## config.mk

```make
export PLATFORM = sky130hd
export DESIGN_NAME = exec_ctrl
export DESIGN_NICKNAME = d
export VERILOG_FILES = /design/src/rtl/exec_ctrl.sv
export SDC_FILE = /design/constraint.sdc
export NUM_CORES = 1
export LEC_CHECK = 0
export BUFFER_PORTS_ARGS = -buffer_cell sky130_fd_sc_hd__buf_2
export CORE_MARGIN = 4
export CORE_UTILIZATION = 30
export CTS_CLUSTER_SIZE = 30
export DETAILED_ROUTE_END_ITERATION = 12
export HOLD_SLACK_MARGIN = 0.03
export SLEW_MARGIN = 30
export SYNTH_ARGS = -nofsm -noshare
export SYNTH_HDL_FRONTEND = slang
export SYNTH_SLANG_ARGS = --single-unit
```

## constraint.sdc

```tcl
create_clock -name i_clk -period 2.24 [get_ports i_clk]
set_input_delay 0.448 -clock i_clk [delete_from_list [all_inputs] [get_ports i_clk]]
set_output_delay 0.448 -clock i_clk [all_outputs]
set_load 0.01 [all_outputs]
```

## src/rtl/exec_ctrl.sv

```systemverilog
// Execution controller: maps RUN/STEP/STOP debug commands onto pc start/halt strobes and the pipeline enable.
// Optional breakpoint support is compiled in with EXEC_CTRL_BREAKPOINT_EN.
module exec_ctrl #(
    parameter int PC_SIZE  = 32,
    parameter int CNT_SIZE = 32
) (
    input  logic                i_clk,
    input  logic                i_reset,
    input  logic                i_cmd_valid,
    input  logic [1:0]          i_cmd,
    output logic                o_cmd_ready,
    input  logic                i_end_program,
    input  logic [PC_SIZE-1:0]  i_pc,
`ifdef EXEC_CTRL_BREAKPOINT_EN
    input  logic                i_bp_valid,
    input  logic [PC_SIZE-1:0]  i_bp_addr,
`endif
    output logic                o_pc_start,
    output logic                o_pc_halt,
    output logic                o_enable,
    output logic                o_busy,
    output logic                o_done,
    output logic [CNT_SIZE-1:0] o_cycle_count
);

    typedef enum logic [2:0] {
        IDLE      = 3'd0,
        START     = 3'd1,
        RUN       = 3'd2,
        STEP_EXEC = 3'd3,
        PAUSED    = 3'd4,
        DONE      = 3'd5,
        HALT      = 3'd6
    } state_t;

    localparam logic [1:0] CMD_RUN  = 2'b01;
    localparam logic [1:0] CMD_STEP = 2'b10;
    localparam logic [1:0] CMD_STOP = 2'b11;

    state_t state_r;
    state_t next_state_s;
    state_t target_r;
    state_t next_target_s;
    logic   cmd_fire_s;
    logic   bp_hit_s;

    assign cmd_fire_s = i_cmd_valid & o_cmd_ready;

`ifdef EXEC_CTRL_BREAKPOINT_EN
    logic resume_r;

    // A match is ignored on the first RUN cycle after PAUSED so execution can leave a breakpoint.
    assign bp_hit_s = i_bp_valid & (i_pc == i_bp_addr) & o_enable & ~resume_r;

    // Remember that RUN was just re-entered from PAUSED.
    always_ff @(posedge i_clk or negedge i_reset) begin
        if (!i_reset) begin
            resume_r <= 1'b0;
        end else begin
            resume_r <= (state_r == PAUSED) && (next_state_s == RUN);
        end
    end
`else
    // Without breakpoints the pc is only folded in so the port is not left dangling.
    assign bp_hit_s = 1'b0 & (^i_pc);
`endif

    // Next-state and start-target selection.
    always_comb begin
        next_state_s  = state_r;
        next_target_s = target_r;
        case (state_r)
            IDLE: begin
                if (cmd_fire_s && (i_cmd == CMD_RUN)) begin
                    next_state_s  = START;
                    next_target_s = RUN;
                end else if (cmd_fire_s && (i_cmd == CMD_STEP)) begin
                    next_state_s  = START;
                    next_target_s = STEP_EXEC;
                end else if (cmd_fire_s && (i_cmd == CMD_STOP)) begin
                    next_state_s = HALT;
                end else begin
                    next_state_s = IDLE;
                end
            end
            START: next_state_s = target_r;
            RUN: begin
                // End of program beats a simultaneous STOP or breakpoint.
                if (i_end_program) begin
                    next_state_s = DONE;
                end else if (cmd_fire_s && (i_cmd == CMD_STOP)) begin
                    next_state_s = HALT;
                end else if (bp_hit_s) begin
                    next_state_s = PAUSED;
                end else begin
                    next_state_s = RUN;
                end
            end
            STEP_EXEC: begin
                if (i_end_program) begin
                    next_state_s = DONE;
                end else begin
                    next_state_s = PAUSED;
                end
            end
            PAUSED: begin
                if (cmd_fire_s && (i_cmd == CMD_STEP)) begin
                    next_state_s = STEP_EXEC;
                end else if (cmd_fire_s && (i_cmd == CMD_RUN)) begin
                    next_state_s = RUN;
                end else if (cmd_fire_s && (i_cmd == CMD_STOP)) begin
                    next_state_s = HALT;
                end else begin
                    next_state_s = PAUSED;
                end
            end
            DONE: begin
                if (cmd_fire_s && (i_cmd == CMD_STOP)) begin
                    next_state_s = HALT;
                end else begin
                    next_state_s = DONE;
                end
            end
            HALT:    next_state_s = IDLE;
            default: next_state_s = IDLE;
        endcase
    end

    // State register; outputs are decoded from the next state so they line up with the state.
    always_ff @(posedge i_clk or negedge i_reset) begin
        if (!i_reset) begin
            state_r     <= IDLE;
            target_r    <= RUN;
            o_cmd_ready <= 1'b1;
            o_pc_start  <= 1'b0;
            o_pc_halt   <= 1'b0;
            o_enable    <= 1'b0;
            o_busy      <= 1'b0;
            o_done      <= 1'b0;
        end else begin
            state_r     <= next_state_s;
            target_r    <= next_target_s;
            o_cmd_ready <= (next_state_s == IDLE) || (next_state_s == RUN) ||
                           (next_state_s == PAUSED) || (next_state_s == DONE);
            o_pc_start  <= (next_state_s == START);
            o_pc_halt   <= (next_state_s == HALT);
            o_enable    <= (next_state_s == RUN) || (next_state_s == STEP_EXEC);
            o_busy      <= (next_state_s == START) || (next_state_s == RUN) ||
                           (next_state_s == STEP_EXEC) || (next_state_s == HALT);
            o_done      <= (next_state_s == DONE) && (state_r != DONE);
        end
    end

    // Executed-cycle counter: cleared on entering START, saturating count of enabled cycles.
    always_ff @(posedge i_clk or negedge i_reset) begin
        if (!i_reset) begin
            o_cycle_count <= {CNT_SIZE{1'b0}};
        end else if (next_state_s == START) begin
            o_cycle_count <= {CNT_SIZE{1'b0}};
        end else if (o_enable && (o_cycle_count != {CNT_SIZE{1'b1}})) begin
            o_cycle_count <= o_cycle_count + {{(CNT_SIZE-1){1'b0}}, 1'b1};
        end else begin
            o_cycle_count <= o_cycle_count;
        end
    end

endmodule

```

==> impl_metrics.json <==
{
  "finalClockSkew_ns": 0.00977,
  "finalNetCount": 350,
  "hold_viol": 0,
  "fin_crit_sh_pct": 103,
  "synth.top_cell.area_share_pct": 48.2,
  "via_count": 2083,
  "h-tree-depth": 2,
  "hpwl_mm": 4.02,
  "synth_ff_type": "dfrtp_1",
  "dieWidth_um": 92.3,
  "yosys_warnings": 0,
  "period_minus_slack_ns": 2.30,
  "use_met3_pct": 3.36,
  "layout_setup_ws_ns": -0.0624,
  "antenna-diode-count": 0,
  "cts-root-buf": "clkbuf_8",
  "via_per_inst": 5.11,
  "gr-usage-met1_pct": 17.7,
  "slowest_stage": "or4_4",
  "syn_to_final_growth_pct": 36.3,
  "clock-sinks": 42,
  "grt_start_max_net_pins": 27,
  "rows": 30,
  "yosysSeqAreaShare_pct": 49.4,
  "max-clock-path-buffers": 2,
  "violations": "negative setup slack",
  "gp_congestion": 0.783,
  "finish.utilization_pct": 42.5,
  "postCtsHoldBufs": 0,
  "yosys.area.top_type": "dfrtp_1",
  "crit_fanout": 4,
  "cp.required_ns": 2.45,
  "finalSetupViolCount": 3,
  "synth_common_cells": "dfrtp_1, a21oi_1, o21ai_0, or3_1, nand3_1",
  "worst_slew_pin_slew_ns": 0.511,
  "antenna_found_initial": 0,
  "critPathMaxStageDelay_ns": 0.56,
  "io_pins": 76,
  "drt_pass1_iterations": 5,
  "synth-async-reset-ratio_pct": 100,
  "syn-num-nets": 268,
  "path_clk_slew_ns": 0.09,
  "start_util_pct": 31.2,
  "wl_mm": 5.76,
  "drive_above_1_share_pct": 35.3,
  "place_inst": 392,
  "grt_pass1_vias": 1954,
  "synth_cells": 229,
  "rsz0062_at_grt": "true",
  "grt_pass1_wl_mm": 9.38,
  "cap_violations": 0,
  "start_kind": "flip-flop",
  "slew_viol_final": 0,
  "synth_edf_count": 0,
  "ant_nets": 0,
  "hold_slack_ns": 0.0928,
  "p_leak_nw": 1.30,
  "tns_ns": -0.0901,
  "die_area_um2": 8510,
  "path_cells": "nand4_1 -> or4_4 -> a2111o_1 -> buf_4 -> or4_1 -> a21oi_1",
  "grt_util_all_layers_pct": 13.5,
  "drt_iter0_markers": 91,
  "cts_buffers": 5,
  "synth_area_leaders": "dfrtp_1, a21oi_1, or3_1",
  "slew_headroom_pct": 65.6,
  "drcViolationCount": 0,
  "avgSynthCellArea_um2": 9.30,
  "worstPathArrival_ns": 2.52,
  "wl_per_cell_um": 14.1,
  "ir_worst_vdd_mv": 0.492,
  "status": "complete, but fails checks",
  "cts_tree": "done",
  "grtUsageMet2_pct": 22.4,
  "clk_latency_ns": 0.30,
  "max_freq_mhz": 434,
  "p_per_area_nw_per_um2": 923,
  "worstSetupPathType": "flip-flop to flip-flop",
  "synth-seq-cells": 42,
  "grt_busiest_layer": "met2",
  "fin_cells": 408,
  "fp.coreArea_um2": 6830,
  "io_buffers": 43,
  "min_path_type": "primary input to async pin",
  "gr-total-overflow": 0,
  "yosysUniqueCellTypes": 38,
  "synth_area_um2": 2130,
  "endpoint_kind": "flip-flop",
  "synth_most_common_cell": "dfrtp_1",
  "die_height_um": 92.3
}
==> state kept, by name (all words and copies together), names as in the netlist <==
name and flops:
o_cycle_count 32, state_r 3, o_pc_start 1, o_busy 1
o_cmd_ready 1, o_done 1, o_pc_halt 1, target_r 1
o_enable 1
==> worst paths after layout <==
kind                                  startpoint                 to  slack, ns  depth (start not counted)
worst min register to register       target_r[0]        target_r[0]       0.51                          1
worst max register to register  o_cycle_count[8]  o_cycle_count[27]      -0.06                          6
worst max-delay path            o_cycle_count[8]  o_cycle_count[27]      -0.06                          6
worst min-delay path                     i_reset   o_cycle_count[9]       0.09                          2
max in group asynchronous                i_reset        o_cmd_ready       1.77                          2
min in group i_clk                 i_end_program             o_done       0.48                          2
==> metal layers <==
metal  part of all wire, %  routed length (um)  vias up
li1                      -                   -     1034
met1                    45                2590     1002
met2                    50                2860       43
met3                   4.6                 264        4
met4                  0.80                  46        0
met5                     0                   0        -
==> worst max-delay path: cells and delay by family (launching register included) <==
kind | cells | cell delay [ns]
AOI/OAI and AO/OA | 2 | 0.55
buffers and inverters | 1 | 0.17
DFF | 1 | 0.36
and+or+nand+nor | 3 | 1.13
==> cells by family (layout without fill, tap and decap cells) <==
group / after synthesis / after routing / share of synthesized area, %
fa+ha+maj: 1 / 1 / 0.587
mux: 2 / 2 / 0.940
xor+xnor: 3 / 3 / 1.23
simple gates: 99 / 100 / 26.4
compound gates: 67 / 67 / 18.3
flops: 42 / 42 / 49.4
buf+inv: 15 / 97 / 3.11
==> cell type report <==
class                      count  area, um2
clock buffer                   6       82.6
clock inverter                 2       12.5
fill                         709       3930
inverter                       8       30.0
multi-input combinational    173       1090
sequential                    42       1060
tap                           96        120
timing repair buffer          81        512
==> stage by stage <==
stage	cell area (um2)	setup WS (ns)	power, W
CTS	2800	-0.0425	0.00267
global route	2900	-0.193	0.00289
detailed placement	2670	-0.0311	0.00214
global placement	2670	-0.0162	0.00212
finish	2900	-0.0624	0.00268
floorplan	2140	-0.0224	0.00165
==> cell usage in the layout, fill, tap and decap left out, types with 3 or more instances in the layout <==
master / Yosys / layout
or4_1: 9 / 7
or4_4: 2 / 4
dfrtp_2: 0 / 4
nand3_1: 18 / 18
buf_6: 1 / 3
dfrtp_1: 41 / 37
and3_1: 6 / 6
nand2_1: 16 / 16
a21oi_2: 0 / 4
clkbuf_8: 0 / 6
inv_1: 8 / 8
buf_4: 0 / 35
buf_2: 2 / 43
nand4_1: 5 / 5
a21oi_1: 27 / 23
nor4_1: 3 / 3
nor2_1: 11 / 11
and2_1: 3 / 3
o31ai_1: 6 / 4
or3_1: 20 / 18
o21ai_0: 22 / 21
==> power by group <==
part / leakage (nW) / internal [W] / switching, W / total, W
Combinational: 0.693 / 0.000457 / 0.000542 / 0.000998
Sequential: 0.562 / 0.000971 / 0.000192 / 0.00116
Clock: 0.0472 / 0.000248 / 0.000268 / 0.000516
==> what timing repair did <==
action / in CTS / in global routing
buffers inserted: 4 / 2
gates resized for setup: 0 / 19
gates cloned: 0 / 2
setup endpoints to repair: 8 / 30
pin swaps: 1 / 9
No activity file was read; power rests on OpenSTA's default activity.
